==> src/rtl/axi_rd_rr_scheduler.sv <==
`default_nettype none
// ============================================================================
// Module   : axi_rd_rr_scheduler
// Purpose  : Round-robin AR-channel arbiter with per-requester outstanding-burst
//            tracking. Optional high-priority class: AXI_RD_SCHED_QOS_EN.
// Revision : 1.0
// ============================================================================
module axi_rd_rr_scheduler #(
  parameter int NREQ   = 4,
  parameter int MAXOUT = 8,
  parameter int CNTW   = 4
) (
  input  logic            clk,
  input  logic            rst,
  input  logic [NREQ-1:0] req,
`ifdef AXI_RD_SCHED_QOS_EN
  input  logic [NREQ-1:0] hp,
`endif
  output logic            arvalid,
  input  logic            arready,
  output logic [NREQ-1:0] grant,
  output logic [1:0]      grant_idx,
  input  logic            done_vld,
  input  logic [1:0]      done_idx,
  output logic [NREQ-1:0] at_limit,
  output logic            err
);

  localparam logic [CNTW-1:0] c_max_out = CNTW'(MAXOUT);

  typedef enum logic [0:0] {
    S_IDLE  = 1'b0,
    S_OFFER = 1'b1
  } state_t;

  state_t          r_state;
  state_t          w_state_nxt;
  logic [CNTW-1:0] r_cnt [NREQ];
  logic [CNTW-1:0] w_cnt_eval [NREQ];
  logic [1:0]      r_ptr;
  logic [1:0]      w_ptr_nxt;
  logic [1:0]      w_arb_ptr;
  logic [NREQ-1:0] r_grant;
  logic [NREQ-1:0] w_grant_nxt;
  logic [1:0]      r_grant_idx;
  logic [1:0]      w_grant_idx_nxt;
  logic            r_err;
  logic            w_accept;
  logic [NREQ-1:0] w_inc;
  logic [NREQ-1:0] w_dec;
  logic            w_done_zero;
  logic [NREQ-1:0] w_elig;
  logic [NREQ-1:0] w_mask;
  logic [3:0]      w_mask4;
  logic            w_sel_vld;
  logic [1:0]      w_sel_idx;
  int              w_scan;

  assign w_accept  = (r_state == S_OFFER) && arready;
  // On acceptance the just-served winner becomes the round-robin origin immediately.
  assign w_arb_ptr = w_accept ? r_grant_idx : r_ptr;

  always_comb begin
    w_done_zero = 1'b0;
    for (int i = 0; i < NREQ; i++) begin
      w_inc[i]      = w_accept && (r_grant_idx == 2'(i));
      w_dec[i]      = done_vld && (done_idx == 2'(i)) && (r_cnt[i] != '0);
      w_cnt_eval[i] = r_cnt[i] + (w_inc[i] ? CNTW'(1) : CNTW'(0));
      w_elig[i]     = req[i] && (w_cnt_eval[i] < c_max_out);
      if (done_vld && (done_idx == 2'(i)) && (r_cnt[i] == '0)) begin
        w_done_zero = 1'b1;
      end
    end
  end

`ifdef AXI_RD_SCHED_QOS_EN
  assign w_mask = ((w_elig & hp) != '0) ? (w_elig & hp) : w_elig;
`else
  assign w_mask = w_elig;
`endif

  // Scan from farthest to nearest so the nearest eligible index after the pointer wins.
  always_comb begin
    w_mask4             = 4'b0000;
    w_mask4[NREQ-1:0]   = w_mask;
    w_sel_vld           = 1'b0;
    w_sel_idx           = 2'd0;
    w_scan              = 0;
    for (int k = NREQ; k >= 1; k--) begin
      w_scan = (int'(w_arb_ptr) + k) % NREQ;
      if (w_mask4[w_scan[1:0]]) begin
        w_sel_vld = 1'b1;
        w_sel_idx = w_scan[1:0];
      end
    end
  end

  always_comb begin
    w_state_nxt     = r_state;
    w_grant_nxt     = r_grant;
    w_grant_idx_nxt = r_grant_idx;
    w_ptr_nxt       = w_accept ? r_grant_idx : r_ptr;
    if ((r_state == S_IDLE) || w_accept) begin
      if (w_sel_vld) begin
        w_state_nxt     = S_OFFER;
        w_grant_nxt     = NREQ'(1) << w_sel_idx;
        w_grant_idx_nxt = w_sel_idx;
      end else begin
        w_state_nxt     = S_IDLE;
        w_grant_nxt     = '0;
        w_grant_idx_nxt = 2'd0;
      end
    end
  end

  always_ff @(posedge clk or posedge rst) begin
    if (rst) begin
      r_state     <= S_IDLE;
      r_grant     <= '0;
      r_grant_idx <= 2'd0;
      r_ptr       <= 2'(NREQ - 1);
    end else begin
      r_state     <= w_state_nxt;
      r_grant     <= w_grant_nxt;
      r_grant_idx <= w_grant_idx_nxt;
      r_ptr       <= w_ptr_nxt;
    end
  end

  always_ff @(posedge clk or posedge rst) begin
    if (rst) begin
      for (int i = 0; i < NREQ; i++) begin
        r_cnt[i] <= '0;
      end
      r_err <= 1'b0;
    end else begin
      for (int i = 0; i < NREQ; i++) begin
        if (w_inc[i] && !w_dec[i]) begin
          r_cnt[i] <= r_cnt[i] + CNTW'(1);
        end else if (!w_inc[i] && w_dec[i]) begin
          r_cnt[i] <= r_cnt[i] - CNTW'(1);
        end
      end
      if (w_done_zero) begin
        r_err <= 1'b1;
      end
    end
  end

  always_comb begin
    for (int i = 0; i < NREQ; i++) begin
      at_limit[i] = (r_cnt[i] == c_max_out);
    end
  end

  assign arvalid   = (r_state == S_OFFER);
  assign grant     = r_grant;
  assign grant_idx = r_grant_idx;
  assign err       = r_err;

endmodule

`default_nettype wire

==> config.mk <==
export PLATFORM = sky130hd
export DESIGN_NAME = axi_rd_rr_scheduler
export DESIGN_NICKNAME = d
export VERILOG_FILES = /design/src/rtl/axi_rd_rr_scheduler.sv
export SDC_FILE = /design/constraint.sdc
export NUM_CORES = 1
export LEC_CHECK = 0
export CAP_MARGIN = 25
export CORE_ASPECT_RATIO = 1.25
export CORE_UTILIZATION = 50
export DETAILED_ROUTE_END_ITERATION = 8
export GPL_ROUTABILITY_DRIVEN = 0
export PLACE_DENSITY = 0.75
export SYNTH_ARGS = -nofsm -noshare
export SYNTH_HDL_FRONTEND = slang
export SYNTH_SLANG_ARGS = --single-unit
==> constraint.sdc <==
create_clock -name clk -period 4.03 [get_ports clk]
set_input_delay 0.6045 -clock clk [delete_from_list [all_inputs] [get_ports clk]]
set_output_delay 0.6045 -clock clk [all_outputs]
set_load 0.01 [all_outputs]
==> results.md <==
- Slew at the pin closest to its max-slew limit: 583.8 ps
- Post-CTS Setup Repair Bufs: 0
- Vias: 1299
- Initial antenna violation count: 0
- Synth area leader: dfrtp_1
- Number of synthesized register bits: 26
- Gr usage total: 0.2180
- Total Wirelength: 3378 um
- Post-DP HPWL: 2632 um
- Placed cell areas: 1986 sq um
- Worst Hold Class: flop to flop
- Vias per cell: 5.799
- Fillers: 268
- IO Count: 22
- Maximum clock insertion buffer count: 2
- DR WL/cell: 15.08 um
- Post-synth top cells: 24 x dfrtp_1, 13 x xnor2_1, 12 x ha_1
- Synth top area cells: dfrtp_1 35%, ha_1 8.6%, xnor2_1 6.5%, fa_1 4.6%, dfstp_2 3.0%
- Startpoint Class: input port
- Worst Skew: 9.960 ps
- Syn avg cell area: 10.68 sq um
- Kind of critical path: input port to flop
- Clock Tree Root: clkbuf_8
- Reg2Reg Launch Point: r_cnt[12]
- Period utilization: 0.7096
- Status: completed
- Slowest cell on the critical path: or4b_2
- Worst Path Required: 4190 ps
- First-pass GRT wire length: 5775 um
- Clock net sink count: 26
- Antenna Cells: 0
- Yosys top cell area share: 0.3451
- Initial Util: 0.5352
- DRT iter0 DRCs: 41
- Final setup vio count: 0
- Largest net degree at the start of global routing: 27
- Later-pin clock latency in the skew report: 280 ps
- CTS resizes: 0
- WHS: 489.9 ps
- Final instance area: 2072 sq um
- Peak supply drop: 0.0004346 V
- CTS tree: built
- Seq/Total Area, Yosys: 0.3753
- CTS buffer count: 3
- Synth Net Count: 189
- Hold_sp: err
- Synth warnings: 0
- CP Capture Type: flop
- CP arrival: 3020 ps
- Nets: 214
- Port-buffer cells: 21
- DRT antenna net count: 0
- End of the worst register-to-register path: r_cnt[15]
- Final hold vios: 0
- Cells after Synth: 163
- Layout area overhead: 19.05%
- H-tree depth: 1
- Ys async rst share: 1.000
- Post-Syn Area: 1740 sq um
- Hold Path End: err
- Buf/Inv on CP: 2
- CP delay by family, top: simple AND/OR/NAND/NOR gates
- CP Max Fanout: 4
- Post-CTS Hold Buffers: 0
- Hold depth: 1
- R2r worst-path depth: 10
- DRC Markers: 0
- Core area: 3252 sq um
- Max-slew violations: 0
- Dpl ws: 856.0 ps
- Reg clk slew, reported paths: 80 ps
- Die ar.: 3722 sq um
- # Max-Cap Violations: 0
- Post-synth cell types: 52
- Cell Rows: 23
- Layout cells sized above 1: 0.1230
- Final Critical Period: 2859 ps
- Max Clk Rate: 0.3497 GHz
- Most common cell in the synthesized netlist: dfrtp_1
- Post-synth EDFFs: 0
- Die width: 54.77 um
- Reg2Reg Setup Slack: 1440 ps
- Pwr/cell area: 778.4 nW/um^2
- Drt pass-1 iters: 4
- Die span in y: 67.96 um
- Total gr overflow: 0
- Worst setup margin: 1171 ps
- Rel. slew slack: 0.6103
- Top FF cell, synth: dfrtp_1
- Worst path cell trace: clkdlybuf4s50_1, or4b_2, ha_1, inv_1, ha_1, a21o_1, a21oi_1, xnor2_1, nor2_1, xor2_1
- CP peak stage delay: 690 ps
- Post-route setup TNS: 0 ps
- Most Frequent Cell on Critical Path: ha_1
- Number of global-route vias before repair: 1301
- LEAKAGE: 0.8541 nW
- Setup repair after global routing missed its margin: false
[kinds of logic (layout without fill, tap and decap cells)]
kind of cell               count (synthesis)  in the layout  share of synthesized area
AOI/OAI and AO/OA                         29             29                     0.1172
xor gates and xnor gates                  16             16                    0.08052
adders and majority gates                 16             16                     0.1323
buffers and inverters                     13             37                    0.03019
DFF                                       26             26                     0.3753
muxes                                     10             10                    0.07117
and+or+nand+nor                           53             53                     0.1934
[area by class of cell]
| class | count | area, sq um | share of cell area |
|---|---|---|---|
| inverters | 11 | 41.29 | 0.01993 |
| repair buffers | 22 | 225.2 | 0.1087 |
| well taps | 37 | 46.29 | 0.02234 |
| clock inverters | 1 | 30.03 | 0.01449 |
| clock buffers | 3 | 41.29 | 0.01993 |
| flip-flops and latches | 26 | 653.1 | 0.3152 |
| multi-input cells | 124 | 1035 | 0.4994 |
[state kept, by name, summed over array words and instances (netlist names)]
name	flops
arvalid	1
grant_idx	2
err	1
grant	4
r_cnt	16
r_ptr	2
[how the worst max path moves through the flow]
stage                           start         to  slack [ps]  cells past startpoint
after floorplan           done_idx[1]  r_cnt[15]        1460                      9
after global placement    done_idx[1]  r_cnt[15]         940                     10
after detailed placement  done_idx[1]  r_cnt[15]         860                     10
after CTS                 done_idx[1]  r_cnt[15]        1150                     10
after global routing      done_idx[1]  r_cnt[15]        1020                     10
final                     done_idx[1]  r_cnt[15]        1170                     10
[report_power, final]
part | leakage (nW) | internal, mW | switching (mW) | total, mW
registers | 0.308 | 0.392 | 0.184 | 0.576
logic | 0.510 | 0.439 | 0.379 | 0.818
clock network | 0.0357 | 0.133 | 0.0860 | 0.219
total | 0.854 | 0.964 | 0.649 | 1.61
[cell usage in the layout, fill, tap and decap left out, types with 2 or more instances in the layout]
cell / netlist / routed
dfrtp_1: 24 / 24
clkdlybuf4s50_1: 0 / 21
xnor2_1: 13 / 13
ha_1: 12 / 12
nand2_1: 10 / 10
inv_1: 10 / 10
nand3_1: 6 / 6
a21o_1: 6 / 6
o21ai_0: 5 / 5
nor4_1: 5 / 5
mux2_2: 4 / 4
nor3_1: 4 / 4
a21oi_1: 4 / 4
nor2_1: 4 / 4
fa_1: 4 / 4
o21ai_1: 3 / 3
and2_1: 3 / 3
mux2i_1: 3 / 3
nor4b_1: 3 / 3
xor2_1: 3 / 3
clkbuf_8: 0 / 3
nand4_1: 2 / 2
nor2b_1: 2 / 2
or3_1: 2 / 2
dfstp_2: 2 / 2
[metal layers]
metal	vias up	track usage	wire (um)
li1	642	-	-
met3	7	0.02667	65
met4	0	0.09936	72
met2	17	0.3705	1747
met5	-	0	0
met1	633	0.2667	1492
[per-stage QoR]
stage / util / cells / power (mW)
final: 0.6372 / 224 / 1.613
after global routing: 0.6372 / 224 / 1.774
after CTS: 0.6326 / 223 / 1.631
after detailed placement: 0.6106 / 219 / 1.406
after global placement: 0.6106 / 219 / 1.358
after floorplan: - / 163 / 1.159
No activity file was read; power rests on OpenSTA's default activity.
